==> config.mk <==
export PLATFORM = sky130hd
export DESIGN_NAME = key_debounce
export DESIGN_NICKNAME = d
export VERILOG_FILES = /design/src/rtl/key_debounce_pkg.sv /design/src/rtl/key_debounce_ch.sv /design/src/rtl/key_debounce.sv
export SDC_FILE = /design/constraint.sdc
export NUM_CORES = 1
export LEC_CHECK = 0
export BUFFER_PORTS_ARGS = -buffer_cell sky130_fd_sc_hd__buf_2
export CAP_MARGIN = 20
export CORE_UTILIZATION = 29
export CTS_CLUSTER_DIAMETER = 40
export DETAILED_ROUTE_END_ITERATION = 12
export PLACE_DENSITY = 0.54
export SLEW_MARGIN = 20
export SYNTH_ARGS = -nofsm -noshare
export SYNTH_HDL_FRONTEND = slang
export SYNTH_SLANG_ARGS = --single-unit
==> constraint.sdc <==
create_clock -name CLOCK_50 -period 2.5 [get_ports CLOCK_50]
set_input_delay 0.5 -clock CLOCK_50 [delete_from_list [all_inputs] [get_ports CLOCK_50]]
set_output_delay 0.5 -clock CLOCK_50 [all_outputs]
set_load 0.1 [all_outputs]
==> src/rtl/key_debounce_pkg.sv <==
// Shared types and default timing constants for the pushbutton debouncer.
// The defaults assume a 50 MHz CLOCK_50: 20 ms debounce, 0.5 s repeat delay,
// 0.1 s repeat period.
package key_debounce_pkg;

    // Per-key channel state.
    typedef enum logic [1:0] {
        IDLE         = 2'b00,
        WAIT_PRESS   = 2'b01,
        PRESSED      = 2'b10,
        WAIT_RELEASE = 2'b11
    } kd_state_t;

    localparam int DEF_NUM_KEYS        = 2;
    localparam int DEF_CNT_W           = 26;
    localparam int DEF_DEBOUNCE_CYCLES = 1000000;
    localparam int DEF_REPEAT_DELAY    = 25000000;
    localparam int DEF_REPEAT_PERIOD   = 5000000;

endpackage

==> src/rtl/key_debounce_ch.sv <==
// One debounce channel: 2-flop synchroniser, stability counter, per-key FSM
// and registered level/press/release outputs.
// Optional auto-repeat on a held key is built when KEY_DEBOUNCE_REPEAT_EN is
// defined; otherwise exactly one press pulse is produced per accepted press.
//
// state        | meaning
// -------------+-----------------------------------------------------------
// IDLE         | released and stable
// WAIT_PRESS   | sample reads pressed, counting towards acceptance
// PRESSED      | pressed and stable (repeat timer runs here when built)
// WAIT_RELEASE | sample reads released, counting towards acceptance
import key_debounce_pkg::*;

module key_debounce_ch #(
    parameter int CNT_W           = DEF_CNT_W,
    parameter int DEBOUNCE_CYCLES = DEF_DEBOUNCE_CYCLES,
    parameter int REPEAT_DELAY    = DEF_REPEAT_DELAY,
    parameter int REPEAT_PERIOD   = DEF_REPEAT_PERIOD
) (
    input  logic CLOCK_50,
    input  logic RESET_N,
    input  logic key,
    output logic key_level,
    output logic key_press,
    output logic key_release
);

    localparam logic [CNT_W-1:0] DB_TC   = CNT_W'(DEBOUNCE_CYCLES - 1);
    localparam logic [CNT_W-1:0] CNT_ONE = CNT_W'(1);

    logic [1:0]       key_sync;
    logic             s;
    kd_state_t        state, state_nxt;
    logic [CNT_W-1:0] cnt, cnt_nxt;
    logic             level_nxt, press_nxt, release_nxt;

`ifdef KEY_DEBOUNCE_REPEAT_EN
    localparam logic [CNT_W-1:0] RD_TC = CNT_W'(REPEAT_DELAY - 1);
    localparam logic [CNT_W-1:0] RP_TC = CNT_W'(REPEAT_PERIOD - 1);
    logic             rpt_phase, rpt_phase_nxt;
    logic [CNT_W-1:0] rpt_tc;
    // Terminal count for the current repeat phase (first delay, then period).
    assign rpt_tc = rpt_phase ? RP_TC : RD_TC;
`endif

    // Synchronise the raw active-low key; reset value reads as released.
    always_ff @(posedge CLOCK_50 or negedge RESET_N) begin
        if (!RESET_N) key_sync <= 2'b11;
        else          key_sync <= {key_sync[0], key};
    end

    assign s = ~key_sync[1];

    // State register, counter and registered outputs.
    always_ff @(posedge CLOCK_50 or negedge RESET_N) begin
        if (!RESET_N) begin
            state       <= IDLE;
            cnt         <= '0;
            key_level   <= 1'b0;
            key_press   <= 1'b0;
            key_release <= 1'b0;
`ifdef KEY_DEBOUNCE_REPEAT_EN
            rpt_phase   <= 1'b0;
`endif
        end else begin
            state       <= state_nxt;
            cnt         <= cnt_nxt;
            key_level   <= level_nxt;
            key_press   <= press_nxt;
            key_release <= release_nxt;
`ifdef KEY_DEBOUNCE_REPEAT_EN
            rpt_phase   <= rpt_phase_nxt;
`endif
        end
    end

    // Next state and counter; the counter is reused for the repeat timer.
    always_comb begin
        state_nxt = state;
        cnt_nxt   = cnt;
        unique case (state)
            IDLE: begin
                if (s) begin
                    state_nxt = WAIT_PRESS;
                    cnt_nxt   = CNT_ONE;
                end else begin
                    cnt_nxt   = '0;
                end
            end
            WAIT_PRESS: begin
                if (!s) begin
                    state_nxt = IDLE;
                    cnt_nxt   = '0;
                end else if (cnt == DB_TC) begin
                    state_nxt = PRESSED;
                    cnt_nxt   = '0;
                end else begin
                    cnt_nxt   = cnt + CNT_ONE;
                end
            end
            PRESSED: begin
                if (!s) begin
                    state_nxt = WAIT_RELEASE;
                    cnt_nxt   = CNT_ONE;
                end else begin
`ifdef KEY_DEBOUNCE_REPEAT_EN
                    cnt_nxt = (cnt == rpt_tc) ? '0 : cnt + CNT_ONE;
`else
                    cnt_nxt = '0;
`endif
                end
            end
            WAIT_RELEASE: begin
                if (s) begin
                    state_nxt = PRESSED;
                    cnt_nxt   = '0;
                end else if (cnt == DB_TC) begin
                    state_nxt = IDLE;
                    cnt_nxt   = '0;
                end else begin
                    cnt_nxt   = cnt + CNT_ONE;
                end
            end
            default: begin
                state_nxt = IDLE;
                cnt_nxt   = '0;
            end
        endcase
    end

    // Pulse, level and repeat-phase values loaded on the next edge.
    always_comb begin
        press_nxt   = (state == WAIT_PRESS) && s && (cnt == DB_TC);
        release_nxt = (state == WAIT_RELEASE) && !s && (cnt == DB_TC);
        level_nxt   = key_level;
        if (press_nxt)   level_nxt = 1'b1;
        if (release_nxt) level_nxt = 1'b0;
`ifdef KEY_DEBOUNCE_REPEAT_EN
        rpt_phase_nxt = rpt_phase;
        if ((state == PRESSED) && s && (cnt == rpt_tc)) begin
            press_nxt     = 1'b1;
            rpt_phase_nxt = 1'b1;
        end
        if (release_nxt) rpt_phase_nxt = 1'b0;
`endif
    end

endmodule

==> src/rtl/key_debounce.sv <==
// Debounced pushbutton front end: NUM_KEYS independent channels turning raw
// active-low keys into a clean active-high level plus one-cycle press and
// release pulses. Auto-repeat is added when KEY_DEBOUNCE_REPEAT_EN is defined.
import key_debounce_pkg::*;

module key_debounce #(
    parameter int NUM_KEYS        = DEF_NUM_KEYS,
    parameter int DEBOUNCE_CYCLES = DEF_DEBOUNCE_CYCLES,
    parameter int CNT_W           = DEF_CNT_W,
    parameter int REPEAT_DELAY    = DEF_REPEAT_DELAY,
    parameter int REPEAT_PERIOD   = DEF_REPEAT_PERIOD
) (
    input  logic                CLOCK_50,
    input  logic                RESET_N,
    input  logic [NUM_KEYS-1:0] KEY,
    output logic [NUM_KEYS-1:0] KEY_LEVEL,
    output logic [NUM_KEYS-1:0] KEY_PRESS,
    output logic [NUM_KEYS-1:0] KEY_RELEASE
);

    // One self-contained channel per key.
    for (genvar i = 0; i < NUM_KEYS; i++) begin : g_ch
        key_debounce_ch #(
            .CNT_W           (CNT_W),
            .DEBOUNCE_CYCLES (DEBOUNCE_CYCLES),
            .REPEAT_DELAY    (REPEAT_DELAY),
            .REPEAT_PERIOD   (REPEAT_PERIOD)
        ) u_ch (
            .CLOCK_50    (CLOCK_50),
            .RESET_N     (RESET_N),
            .key         (KEY[i]),
            .key_level   (KEY_LEVEL[i]),
            .key_press   (KEY_PRESS[i]),
            .key_release (KEY_RELEASE[i])
        );
    end

endmodule

==> results of run 1 <==
-- routing by layer --
metal  wire length, um  part of all wire (%)
met1              3150                    51
met2              2840                    46
met3               150                   2.4
met4                79                   1.3
met5                 0                     0
-- power breakdown --
group          switching, uW  total [uW]  internal (uW)
sequential              8.20        1090           1080
clock                    457        1220            759
combinational           42.1        59.6           17.5
total                    507        2360           1860
-- registers in the layout, indices dropped and copies added (netlist names), named ones only --
signal and flops:
g_ch.u_ch.key_release 2, g_ch.u_ch.key_sync 4, g_ch.u_ch.key_press 2, g_ch.u_ch.cnt 52, g_ch.u_ch.key_level 2, g_ch.u_ch.state 2
-- through the flow --
step / worst slack, ns / instance area, sq um / total power, uW / instances / util, %
final: 0.466 / 3760 / 2360 / 478 / 34.3
after global routing: 0.239 / 3760 / 2470 / 478 / 34.3
after CTS: 0.470 / 3760 / 2400 / 478 / 34.3
after detailed placement: 0.497 / 3460 / 1170 / 462 / 31.6
after global placement: 0.526 / 3460 / 1170 / 462 / 31.6
after floorplan: 0.614 / 3290 / 1130 / 325 / -
-- path summary, 6_finish.rpt --
kind | startpoint | slack (ns) | end | cells past startpoint
min in group CLOCK_50 | KEY[0] | 0.27 | g_ch[0].u_ch.key_sync[0] | 1
setup reg to reg | g_ch[1].u_ch.cnt[4] | 0.47 | g_ch[1].u_ch.cnt[25] | 4
setup / recovery | g_ch[1].u_ch.cnt[4] | 0.47 | g_ch[1].u_ch.cnt[25] | 4
hold / removal | RESET_N | 0.18 | asynchronous set/reset pin | 2
max in group asynchronous | RESET_N | 1.99 | g_ch[1].u_ch.key_sync[0] | 2
hold reg to reg | g_ch[1].u_ch.key_sync[0] | 0.35 | g_ch[1].u_ch.key_sync[1] | 0
-- final cells by class --
class / instances / area, sq um / area share [%]
multi-input combinational: 231 / 1480 / 39.4
sequential: 66 / 1660 / 44.1
clock inverter: 4 / 32.5 / 0.866
clock buffer: 12 / 267 / 7.10
timing repair buffer: 16 / 110 / 2.93
inverter: 9 / 33.8 / 0.899
tap: 140 / 175 / 4.66
-- cell usage in the layout (no fill, tap or decap), types with 2 or more instances in the layout --
master	synthesis	routed
dfstp_2	4	4
xor2_1	16	16
a21boi_0	2	2
and4_1	9	9
nand2_1	14	14
a21oi_2	2	2
inv_6	0	2
clkbuf_16	0	9
buf_2	6	9
clkinvlp_4	0	2
dfrtp_1	62	62
nand4_1	18	18
or4_4	2	2
nor4b_1	4	4
inv_1	9	9
or4_1	16	16
clkbuf_8	0	3
or3_1	5	5
ha_1	2	2
o31ai_1	20	20
or3_2	3	3
and3_1	4	4
o21ai_0	7	7
or3_4	2	2
nor3_1	2	2
nor4_1	9	9
buf_4	6	6
nor2_1	33	33
or2_2	2	2
nand3_1	16	16
a211o_1	2	2
a21oi_1	23	23
xnor2_1	11	11
o21bai_1	4	4
-- cell families after synthesis --
family / count (synthesis) / share of synthesized area (%)
AND/OR/NAND/NOR: 142 / 25.5
adder cells (fa/ha/maj): 2 / 0.761
XOR/XNOR: 27 / 7.19
buffers and inverters: 28 / 4.57
AO/OA/AOI/OAI: 60 / 11.6
flip-flops: 66 / 50.4
==> run metrics, run 1 <==
Detailed Route Iter0 Violations=95; share of layout cells above drive strength 1=between 10 and 15%; cell taking the most area after synthesis=dfrtp_1; number of enable flip-flop cells after synthesis=0; Initial Util=30.1%; power per standard cell area=629 nW/um^2; largest fanout of any net on the critical path=13; CP cell instances=and4_1 > nand3_1 > or4_1 > a21oi_1; number of instances in the synthesized netlist=325; number of clock sinks=66; outcome=finished clean; Detailed Place HPWL=a little over 4000 um; Slew @ Worst Pin=0.460 ns; worst hold-check path type=primary input to asynchronous set/reset pin; Final Setup Violations=0; synth unique cells=35; slowest CP cell=or4_1; io pins=10; max-slew violation total from the final report=0; total count of hold-check failures in the final report=0; CTS H-Tree Depth=3; final setup TNS=0 ns; setup repair bufs after CTS=0; period utilisation layout=81.4%; clock-pin slew reported for the worst setup and hold paths after clock tree synthesis=around 0.060 ns; kind of cell adding the most delay to the critical path=simple AND/OR/NAND/NOR gates; clk_lat worst skew=about 0.32 ns; routed vias=roughly 2400; Num CTS Buffers=9; die height=108 um; minimum clock period after layout=2.03 ns; most frequent cell after synthesis=dfrtp_1; critical path capture point type=register; most instantiated cells after synthesis=dfrtp_1, nor2_1, a21oi_1; setup repair after global routing missed its margin=false; cells taking the most area after synthesis=dfrtp_1, o31ai_1, xor2_1; count of port buffers added during placement=9; required time reported for the critical path endpoint=2.74 ns; cell leakage power=0.00144 uW; area of the core region=10900 sq um; number of resized instances in the post-cts repair step=0; final clock skew=~0.0066 ns; global routing usage summed across all routing layers=12.0%; worst-case headroom to the max-slew limit=68.9%; Die Span X=around 110 um; first-pass detailed-route iteration total=5; proportion of register bits with asynchronous set or reset after synthesis=100%; clock tree from TritonCTS=yes; routed wirelength normalized by instance count=13.0 um; synthesized area divided by synthesized cell count=10.1 sq um; vias in the first global route=~2300; overall routed net length=about 6200 um; Worst setup SP type=register; count of maximum capacitance violations=0; routability congestion estimate from global placement=about 0.77; Most Used Layer, Global Route=met2; global-route wire length before repair=11100 um; most common flop cell mapped by yosys=dfrtp_1; final global-route overflow total=0; area growth from synthesis to layout=14.2%; M2 GR Usage=18.5%; sum of buffers and inverters on the critical path=0; DIE AREA=about 12000 sq um; DRT antenna net count=0; sequential share of the synthesized area=50.4%; number of warnings reported in the yosys synthesis log=0; number of register bits inferred by synthesis=between 60 and 70; maximum frequency from static timing analysis=~490 MHz; Mapped Area=approximately 3300 sq um; CP peak stage delay=between 0.6 and 0.7 ns; Site Rows=38; met1 Usage GRT=15.8%; share of the synthesized area in the top cell type=between 40% and 50%; DRC violation count after routing=0; post-detailed-route via-to-cell ratio=5.11; worst hold slack after final layout=roughly 0.18 ns; antenna violations before repair=0; maximum VDD drop=about 0.00026 V; # hold bufs at CTS=0; buffer cell driving the clock tree root=clkbuf_16; total nets after synthesis=around 330; number of fill cells in the layout=1136; net total in the final layout=339; Arrival @ worst endpoint=2.28 ns; worst setup path category=register to register; largest net degree at the start of global routing=between 60 and 70; global routing usage on met3=3.62%; antenna fix cells=0; clock tree buffer depth=2
(Power assumes the default switching activity.)
==> inputs of run 2 (changes only) <==
--- a/config.mk
+++ b/config.mk
@@ -10,7 +10,7 @@
 export CORE_UTILIZATION = 29
 export CTS_CLUSTER_DIAMETER = 40
 export DETAILED_ROUTE_END_ITERATION = 12
-export PLACE_DENSITY = 0.54
+export PLACE_DENSITY = 0.56
 export SLEW_MARGIN = 20
 export SYNTH_ARGS = -nofsm -noshare
 export SYNTH_HDL_FRONTEND = slang
==> constraint.sdc (replaced) <==
create_clock -name CLOCK_50 -period 1.8 [get_ports CLOCK_50]
set_input_delay 0.36 -clock CLOCK_50 [delete_from_list [all_inputs] [get_ports CLOCK_50]]
set_output_delay 0.36 -clock CLOCK_50 [all_outputs]
set_load 0.1 [all_outputs]
==> run 2 against run 1 <==
  * Hold slack lost 0.16 ns
  * Sequential power grew 39%
  * Die area did not move
  * Worst setup slack worse by 0.46 ns
  * Critical endpoint is now g_ch[0].u_ch.cnt[24]
  * Largest cell class is now multi-input gates
  * Largest power group unchanged
==> run metrics, run 2 (synthesis gave the netlist of run 1 again) <==
max FFs per register=52 (unchanged); clock-pin slew reported for the worst setup and hold paths after clock tree synthesis=0.06 ns (about the same); number of fill cells in the layout=1078 (-5.1%); period utilisation layout=99.9% (+19 points); required time reported for the critical path endpoint=2.07 ns (-0.67 ns); area growth from synthesis to layout=35.6%; Num CTS Buffers=9 (unchanged); minimum clock period after layout=1.80 ns (-0.236 ns); largest net degree at the start of global routing=25 (-63%); Detailed Place HPWL=4940 um (+20%); filler-free cell count of the finished design=537 (+12%); first-pass detailed-route iteration total=4 (-1); biggest registers after layout=g_ch.u_ch.cnt (52), g_ch.u_ch.key_sync (4); area occupied by registers=1660 sq um (+0.30%); vias in the first global route=2726 (+16%); clock tree from TritonCTS=yes; post-detailed-route via-to-cell ratio=4.97 (-2.7%); routed wirelength normalized by instance count=13.9 um (+6.6%); # hold bufs at CTS=0 (unchanged); antenna violations before repair=0 (unchanged); critical path capture point type=register; worst-case headroom to the max-slew limit=62.5% (-6.5 points); maximum frequency from static timing analysis=556 MHz (+13%); final global-route overflow total=0 (unchanged); largest fanout of any net on the critical path=6 (-7); Biggest register=g_ch.u_ch.cnt; buffer cell driving the clock tree root=clkbuf_16; most common cell after layout, fill and taps aside=dfrtp_1; total count of hold-check failures in the final report=0 (unchanged); count of maximum capacitance violations=0 (unchanged); antenna fix cells=0 (unchanged); overall routed net length=7450 um (+20%); number of clock sinks=66 (unchanged); Arrival @ worst endpoint=2.07 ns (-0.21 ns); outcome=finished clean; count of port buffers added during placement=9 (unchanged); Initial Util=30.1% (unchanged); share of layout cells above drive strength 1=35.5% (+21 points); worst hold slack after final layout=0.0179 ns (-0.164 ns); area of the core region=10900 sq um (unchanged); clock tree buffer depth=2 (unchanged); Site Rows=38 (unchanged); Detailed Route Iter0 Violations=98 (+3.2%); worst setup path category=register to register; routability congestion estimate from global placement=0.791 (+2.7%); routed vias=2669 (+9.3%); Worst setup SP type=register; worst hold-check path type=primary input to asynchronous set/reset pin; setup repair after global routing missed its margin=true; maximum VDD drop=0.000426 V (+64%); global routing usage summed across all routing layers=13.9% (+1.9 points); clk_lat worst skew=0.34 ns (+0.02 ns); final core utilization=40.8% (+6.4 points); Final Setup Violations=0 (unchanged); cell leakage power=0.00181 uW (+26%); DIE AREA=11800 sq um (unchanged); CTS H-Tree Depth=3 (unchanged); least setup slack across all paths after layout=0.00138 ns (-0.464 ns); final clock skew=0.00732 ns (+0.000757 ns); DRC violation count after routing=0 (unchanged); max-slew violation total from the final report=0 (unchanged); commonest cells after routing, fill and taps aside=dfrtp_1, buf_4, nor2_1, a21oi_1, nand4_1; Die Span X=108 um (unchanged); Slew @ Worst Pin=0.563 ns (+0.104 ns); net total in the final layout=398 (+17%); placed cell count=509 (+10%); multi-input logic area=1680 sq um (+13%); global-route wire length before repair=12600 um (+14%); io pins=10 (unchanged); power per standard cell area=782 nW/um^2 (+24%); DRT antenna net count=0 (unchanged); worst setup slack before clock tree synthesis=-0.0461 ns (-0.543 ns); die height=108 um (unchanged)
-- run 2: changes by cell type in the layout (fill, tap and decap cells not counted), sizes merged --
cell	before	now
bufinv	0	2
clkinv	0	3
clkbuf	12	9
buf	16	75
inv	11	9
-- run 2: area by class of cell --
type | instances | area share [%]
Clock buffer | 9 | 5.05
Clock inverter | 7 | 2.10
Inverter | 9 | 0.758
Multi-Input combinational cell | 231 | 37.6
Sequential cell | 66 | 37.3
Tap cell | 140 | 3.93
Timing Repair Buffer | 75 | 13.3
-- run 2: per-stage QoR --
| stage | area, sq um | TNS [ns] | total power [uW] |
|---|---|---|---|
| final | 4460 | 0 | 3490 |
| after global routing | 4460 | -0.199 | 3620 |
| after CTS | 4250 | -0.0848 | 3540 |
| after detailed placement | 3830 | -0.294 | 1640 |
| after global placement | 3830 | -0.242 | 1640 |
| after floorplan | 3300 | -0.0440 | 1570 |
-- run 2: repair_timing --
action                                 CTS  global route
endpoints found under the hold margin    0             0
buffers inserted                         5             6
cloned                                   0             1
resized for setup                       14            41
setup endpoints to repair               19            49
pin swaps                                8            14
-- run 2: final timing paths --
kind	startpoint	endpoint	cells past startpoint	slack, ns
setup / recovery	g_ch[0].u_ch.cnt[0]	g_ch[0].u_ch.cnt[24]	5	0.001
hold / removal	RESET_N	asynchronous set/reset pin	1	0.02
setup reg to reg	g_ch[0].u_ch.cnt[0]	g_ch[0].u_ch.cnt[24]	5	0.001
hold reg to reg	g_ch[1].u_ch.key_sync[0]	g_ch[1].u_ch.key_sync[1]	0	0.35
max in group asynchronous	RESET_N	g_ch[1].u_ch.cnt[7]	2	1.25
min in group CLOCK_50	KEY[0]	g_ch[0].u_ch.key_sync[0]	1	0.12
-- run 2: report_power, final --
part	switching, uW	internal, uW
Sequential	10.2	1500
Clock	656	1210
Combinational	67.3	42.8
-- run 2: layer usage --
metal	track usage [%]	part of all wire [%]
met5	0	0
met4	5.60	1.9
met3	4.16	3.4
met2	24.0	51
met1	16.0	44
-- run 2: critical path, cell delays in order, from the launching register on --
cell and delay (ns):
dfrtp_1 0.36, ha_2 0.20, nand3_2 0.08, or3_4 0.42
or4_4 0.53, a21oi_2 0.14
